## src/rtl/unified_mem_arbiter.sv

```systemverilog
// unified_mem_arbiter
//   Shares one single-ported, variable-latency memory between the core's fetch
//   port (I) and data port (D). Each access is a request/ready transaction on
//   the memory side; completion returns read data with a one-cycle valid pulse
//   on the owning port. D has priority; a starvation counter forces an I grant
//   after STARVE_LIMIT consecutive D grants made while I was waiting.
// Ports
//   clk, reset                  clock (rising), async active-low reset
//   IReq/IAdr -> IRData/IValid  fetch port
//   DReq/DAdr/DWData/DWe -> DRData/DValid  data port
//   MemReq/MemAdr/MemWData/MemWe, MemRData/MemReady  memory side
//   StallIF/StallMEM            stall requests to the hazard unit
//   Owner                       0 = fetch or idle, 1 = data owns memory
module unified_mem_arbiter #(
    parameter int AW           = 32,
    parameter int DW           = 32,
    parameter int STARVE_LIMIT = 4
) (
    input  logic          clk,
    input  logic          reset,
    input  logic          IReq,
    input  logic [AW-1:0] IAdr,
    output logic [DW-1:0] IRData,
    output logic          IValid,
    input  logic          DReq,
    input  logic [AW-1:0] DAdr,
    input  logic [DW-1:0] DWData,
    input  logic          DWe,
    output logic [DW-1:0] DRData,
    output logic          DValid,
    output logic          MemReq,
    output logic [AW-1:0] MemAdr,
    output logic [DW-1:0] MemWData,
    output logic          MemWe,
    input  logic [DW-1:0] MemRData,
    input  logic          MemReady,
    output logic          StallIF,
    output logic          StallMEM,
    output logic          Owner
);
    localparam logic [1:0] IDLE   = 2'd0;
    localparam logic [1:0] I_WAIT = 2'd1;
    localparam logic [1:0] D_WAIT = 2'd2;

    localparam int CW = $clog2(STARVE_LIMIT + 1);
    localparam logic [CW-1:0] CNT_MAX = CW'(STARVE_LIMIT);

    logic [1:0]    state;
    logic [CW-1:0] cnt;

    logic elig_i, elig_d, done, arb, cand_i, cand_d, grant_i, grant_d;

    // A port whose valid pulse is out this cycle has already been served.
    assign elig_i = IReq & ~IValid;
    assign elig_d = DReq & ~DValid;

    // MemReady only means something while a transaction is open.
    assign done = (state != IDLE) & MemReady;
    assign arb  = (state == IDLE) | done;

    // The port completing this edge is excluded so the other one gets a
    // back-to-back grant with no idle bubble.
    assign cand_i = elig_i & ~(done & (state == I_WAIT));
    assign cand_d = elig_d & ~(done & (state == D_WAIT));

    assign grant_d = arb & cand_d & ((cnt < CNT_MAX) | ~cand_i);
    assign grant_i = arb & cand_i & ~grant_d;

    assign StallIF  = elig_i;
    assign StallMEM = elig_d;

    always_ff @(posedge clk or negedge reset) begin
        if (!reset) begin
            state    <= IDLE;
            cnt      <= '0;
            MemReq   <= 1'b0;
            MemAdr   <= '0;
            MemWData <= '0;
            MemWe    <= 1'b0;
            Owner    <= 1'b0;
            IValid   <= 1'b0;
            DValid   <= 1'b0;
            IRData   <= '0;
            DRData   <= '0;
        end else begin
            IValid <= done & (state == I_WAIT);
            DValid <= done & (state == D_WAIT);
            if (done && state == I_WAIT)
                IRData <= MemRData;
            // Stores leave the load-data register alone.
            if (done && state == D_WAIT && !MemWe)
                DRData <= MemRData;

            if (grant_d) begin
                state    <= D_WAIT;
                MemReq   <= 1'b1;
                MemAdr   <= DAdr;
                MemWData <= DWData;
                MemWe    <= DWe;
                Owner    <= 1'b1;
                // Count only D grants that made a waiting fetch wait longer.
                if (!cand_i)
                    cnt <= '0;
                else if (cnt != CNT_MAX)
                    cnt <= cnt + CW'(1);
            end else if (grant_i) begin
                state    <= I_WAIT;
                MemReq   <= 1'b1;
                MemAdr   <= IAdr;
                MemWData <= '0;
                MemWe    <= 1'b0;
                Owner    <= 1'b0;
                cnt      <= '0;
            end else if (arb) begin
                state  <= IDLE;
                MemReq <= 1'b0;
                MemWe  <= 1'b0;
                Owner  <= 1'b0;
            end
        end
    end
endmodule

```

## config.mk

```make
export PLATFORM = sky130hd
export DESIGN_NAME = unified_mem_arbiter
export DESIGN_NICKNAME = d
export VERILOG_FILES = /design/src/rtl/unified_mem_arbiter.sv
export SDC_FILE = /design/constraint.sdc
export NUM_CORES = 1
export LEC_CHECK = 0
export BUFFER_PORTS_ARGS = -buffer_cell sky130_fd_sc_hd__buf_2
export CORE_MARGIN = 2
export CORE_UTILIZATION = 49
export DETAILED_ROUTE_END_ITERATION = 6
export GPL_TIMING_DRIVEN = 1
export PLACE_DENSITY = 0.89
export REMOVE_ABC_BUFFERS = 1
export SLEW_MARGIN = 0
export SYNTH_ARGS = -nofsm -noshare
export SYNTH_HDL_FRONTEND = slang
export SYNTH_SLANG_ARGS = --single-unit
export TNS_END_PERCENT = 1
```

## constraint.sdc

```tcl
create_clock -name clk -period 4.17 [get_ports clk]
set_input_delay 0.2085 -clock clk [delete_from_list [all_inputs] [get_ports clk]]
set_output_delay 0.2085 -clock clk [all_outputs]
set_load 0.03 [all_outputs]
```

==> implementation parameters <==
Parameter                              Value

CTS
  CTS root buffer ... sky130_fd_sc_hd__clkbuf_8
  Post-CTS Repair Setup Buffers ... 0
  Clock tree from TritonCTS ... done
  Clock latency of the later-clocked register in the worst-skew pair ... approximately 0.52 ns
  Clock-pin slew reported for the worst setup and hold paths after clock tree synthesis ... approximately 0.060 ns
  Total of cells resized after clock tree synthesis ... 0
  H-tree depth ... 4
  Number of clock sinks seen by CTS ... ~140
  CTS max path bufs ... 2
  Clock buffers created by TritonCTS ... 17
  Number of hold buffers added after cts ... 126

Die
  Die outline area ... around 12000 µm²
  FP Rows ... 38
  Number of ports placed on the die boundary ... ~270
  Initial Util ... 50.3%
  Chip Height ... approximately 110 µm
  Width of the die ... around 110 µm
  Area of the placeable core ... between 10000 and 15000 µm²

Final layout
  Share of post-route cells with drive strength above 1 ... between 30% and 40%
  Commonest cells after routing, fill and taps aside ... sky130_fd_sc_hd__buf_2, sky130_fd_sc_hd__dfrtp_1, sky130_fd_sc_hd__dlygate4sd3_1
  Layout Area Growth over Synthesis ... 57.9%
  Total number of nets in the final design ... 951
  Filler cell count ... between 500 and 600
  Most common cell after layout, fill and taps aside ... sky130_fd_sc_hd__buf_2

Timing
  Transition time at the pin with the least slew margin ... between 1 and 1.5 ns
  Final setup violation count ... 0
  Unrepaired setup endpoints after global routing ... no
  Max Freq ... around 370 MHz
  Max-slew violations ... 0
  Worst path setup slack after routing ... 1.50 ns
  Post-route fraction of the period consumed by the critical path ... a little under two thirds
  Setup clock skew after layout ... about 0.013 ns
  Post-Route Setup TNS ... 0 ns
  Fin. Hold Viols ... 0
  Tmin final ... between 2 and 3 ns
  Headroom to the max-slew limit ... between 20% and 30%

Worst setup path
  Max incr delay on CP ... 0.60 ns
  Buffers & Inverters on Critical Path ... 1
  Element type at the critical path end ... flip-flop
  Maximum net fanout on the critical path ... 33
  Cells traversed along the worst timing path ... nor2b_2 -> nor3b_4 -> nand2_2 -> o221a_1 -> dlygate4sd3_1
  Reg-to-reg slack, setup ... approximately 1.5 ns
  Cell with the largest stage delay on the worst path ... sky130_fd_sc_hd__dlygate4sd3_1
  Setup CP Type ... flip-flop to flip-flop
  Type of origin of the critical path ... flip-flop
  Reg-to-reg startpoint ... state[0]$_DFFE_PN0P_
  Worst endpoint data arrival time ... roughly 3.1 ns
  Critical R2R Capture ... MemAdr[27]$_DFFE_PN0P_
  Data required, critical path ... around 4.6 ns
  Reg2Reg Depth ... 5
  Family with the most delay on the worst path ... simple AND/OR/NAND/NOR gates

Placed design
  Buffers on Ports ... 268
  HPWL Detailed ... around 10000 µm
  GP Congestion ... roughly 0.86
  Worst slack, placed ... ~1.9 ns

Drt
  Average detailed-routed wire length per instance ... about 20 µm
  Final wirelength ... ~20000 µm
  Count of routing violations after the opening detailed-route iteration ... between 400 and 500
  Number of vias per cell ... about 5.5
  Remaining number of nets flagged by the antenna check after routing ... 0
  Remaining design rule violation count ... 0
  Vias after detailed routing ... ~5300
  TritonRoute pass-1 iters ... 7

Global routing
  Global route overflow ... 0
  Via count of the first global-routing pass ... approximately 5700
  Antenna violations before repair ... 1
  Maximum number of pins on one net before global-route repair ... between 100 and 150
  Total routing usage reported by global routing ... around 33%
  First-pass GRT wire length ... 28900 µm

Power
  Net load switching power ... 3330 µW
  Share of power burned in combinational logic ... between 40% and 50%
  Peak supply drop ... ~0.00058 V
  Static power due to leakage ... between 0.004 and 0.005 µW
  Post-route total power ... 7430 µW
  Power density of the placed cells ... ~860 nW/µm²
  Internal power consumption ... around 4100 µW
  Part of the power in the clock network ... 18.4%
  Part of the total power dissipated in sequential elements ... between 30% and 40%
  Fraction of power spent switching nets ... between 40% and 50%

Job
  Max-cap violation count ... 0

Min path
  Sink of the worst hold path ... MemAdr[29]$_DFFE_PN0P_
  Class of the tightest hold or removal check ... input port to flip-flop
  Depth of the worst hold-timing path ... 2
  Worst Hold Launch ... IAdr[29]

Synthesis
  Synth warn ... 0
  Number of instances in the synthesized netlist ... between 400 and 500
  Register bit total from synthesis ... between 100 and 150
  Average cell area after synthesis ... between 10 and 15 µm²
  Number of flops mapped to enable cells by yosys ... 0
  Mapped cell area ... ~5500 µm²
  Post-synth ARST share ... 100%
  Library cells used by synthesis ... 32
  Most frequently used flop master after synthesis ... sky130_fd_sc_hd__dfrtp_1
  Proportion of synthesized chip area in sequential cells ... a little over three fifths

Outcome
  Run status ... completed
## worst max-delay path by stage
| stage | startpoint | to | slack, ns | depth (start not counted) |
|---|---|---|---|---|
| floorplan | DValid$_DFF_PN0_ | MemWData[0]$_DFFE_PN0P_ | 1.44 | 4 |
| global placement | state[0]$_DFFE_PN0P_ | MemWData[28]$_DFFE_PN0P_ | 1.96 | 4 |
| detailed placement | Owner$_DFFE_PN0P_ | MemWData[24]$_DFFE_PN0P_ | 1.85 | 4 |
| CTS | Owner$_DFFE_PN0P_ | MemAdr[22]$_DFFE_PN0P_ | 1.55 | 5 |
| global route | IValid$_DFF_PN0_ | MemAdr[27]$_DFFE_PN0P_ | 1.37 | 5 |
| finish | state[0]$_DFFE_PN0P_ | MemAdr[27]$_DFFE_PN0P_ | 1.50 | 5 |
## state kept, by name (all words and copies together) (netlist names)
signal,flops
IValid,1
DValid,1
MemWData,32
DRData,32
IRData,32
MemWe,1
Owner,1
MemAdr,32
MemReq,1
cnt,3
state,1
## stage by stage
stage          cell area, µm²  hold WS, ns  std cells  util, %
6_report                 8610       0.0362        968     79.4
5_1_grt                  8610       0.0214        968     79.4
4_1_cts                  8590      0.00477        966     79.3
3_5_place_dp             6800        0.364        809     62.8
3_3_place_gp             6800        0.353        809     62.8
2_1_floorplan            5250      -0.0871        398        -
## cell type report
class | count | area (µm²) | share of cell area [%]
Timing Repair Buffer | 398 | 2640 | 30.7
Clock inverter | 8 | 72.6 | 0.843
Tap cell | 140 | 175 | 2.04
Multi-Input combinational cell | 257 | 1820 | 21.1
Antenna cell | 1 | 2.50 | 0.0291
Inverter | 4 | 15.0 | 0.174
Sequential cell | 137 | 3430 | 39.8
Clock buffer | 23 | 457 | 5.31
## power by group through the flow
stage | clock network [µW] | registers, µW | logic [µW]
2_1_floorplan | 0 | 3510 | 970
3_3_place_gp | 0 | 2270 | 3170
3_5_place_dp | 0 | 2310 | 3270
4_1_cts | 1370 | 2300 | 3600
5_1_grt | 1430 | 2410 | 3910
6_report | 1370 | 2360 | 3710
## Yosys cell counts, types with 2 or more instances
master / number / area (µm²)
sky130_fd_sc_hd__nor2b_2: 3 / 26.3
sky130_fd_sc_hd__inv_1: 4 / 15.0
sky130_fd_sc_hd__clkbuf_1: 8 / 30.0
sky130_fd_sc_hd__nand3_1: 2 / 10.0
sky130_fd_sc_hd__o221a_1: 32 / 360
sky130_fd_sc_hd__buf_6: 8 / 90.1
sky130_fd_sc_hd__mux2_1: 30 / 338
sky130_fd_sc_hd__nand2_1: 101 / 379
sky130_fd_sc_hd__nand2b_1: 3 / 18.8
sky130_fd_sc_hd__or3_1: 32 / 200
sky130_fd_sc_hd__dfrtp_1: 137 / 3430
sky130_fd_sc_hd__mux2_2: 2 / 22.5
sky130_fd_sc_hd__a22o_1: 33 / 289
sky130_fd_sc_hd__buf_2: 10 / 50.1
sky130_fd_sc_hd__nor2_1: 3 / 11.3
sky130_fd_sc_hd__ha_1: 2 / 25.0
sky130_fd_sc_hd__buf_4: 3 / 22.5
## worst reg2reg max path, delay by kind of cell (launching register included)
kind / cells / cell delay [ns]
AO/OA/AOI/OAI: 1 / 0.43
buffers and inverters: 1 / 0.60
flip-flops: 1 / 0.44
AND/OR/NAND/NOR: 3 / 1.08
## cells by family (layout without fill, tap and decap cells)
kind of cell             count (synthesis)  in the layout  synth area share (%)
buffers and inverters                   34            433                  3.88
adder cells (fa/ha/maj)                  2              2                 0.459
multiplexers                            33             33                  6.89
flip-flops                             137            137                  62.9
AND/OR/NAND/NOR                        154            154                  13.5
AO/OA/AOI/OAI                           68             68                  12.4
other                                    0              1                     0
## per-layer routing
| layer | vias to the layer above | part of all wire (%) | global-route usage (%) |
|---|---|---|---|
| li1 | 2289 | - | - |
| met1 | 2597 | 35 | 34.5 |
| met2 | 361 | 51 | 57.1 |
| met3 | 77 | 9.5 | 10.4 |
| met4 | 0 | 4.6 | 18.1 |
| met5 | - | 0 | 0 |
Power figures use the tool's default switching activity.
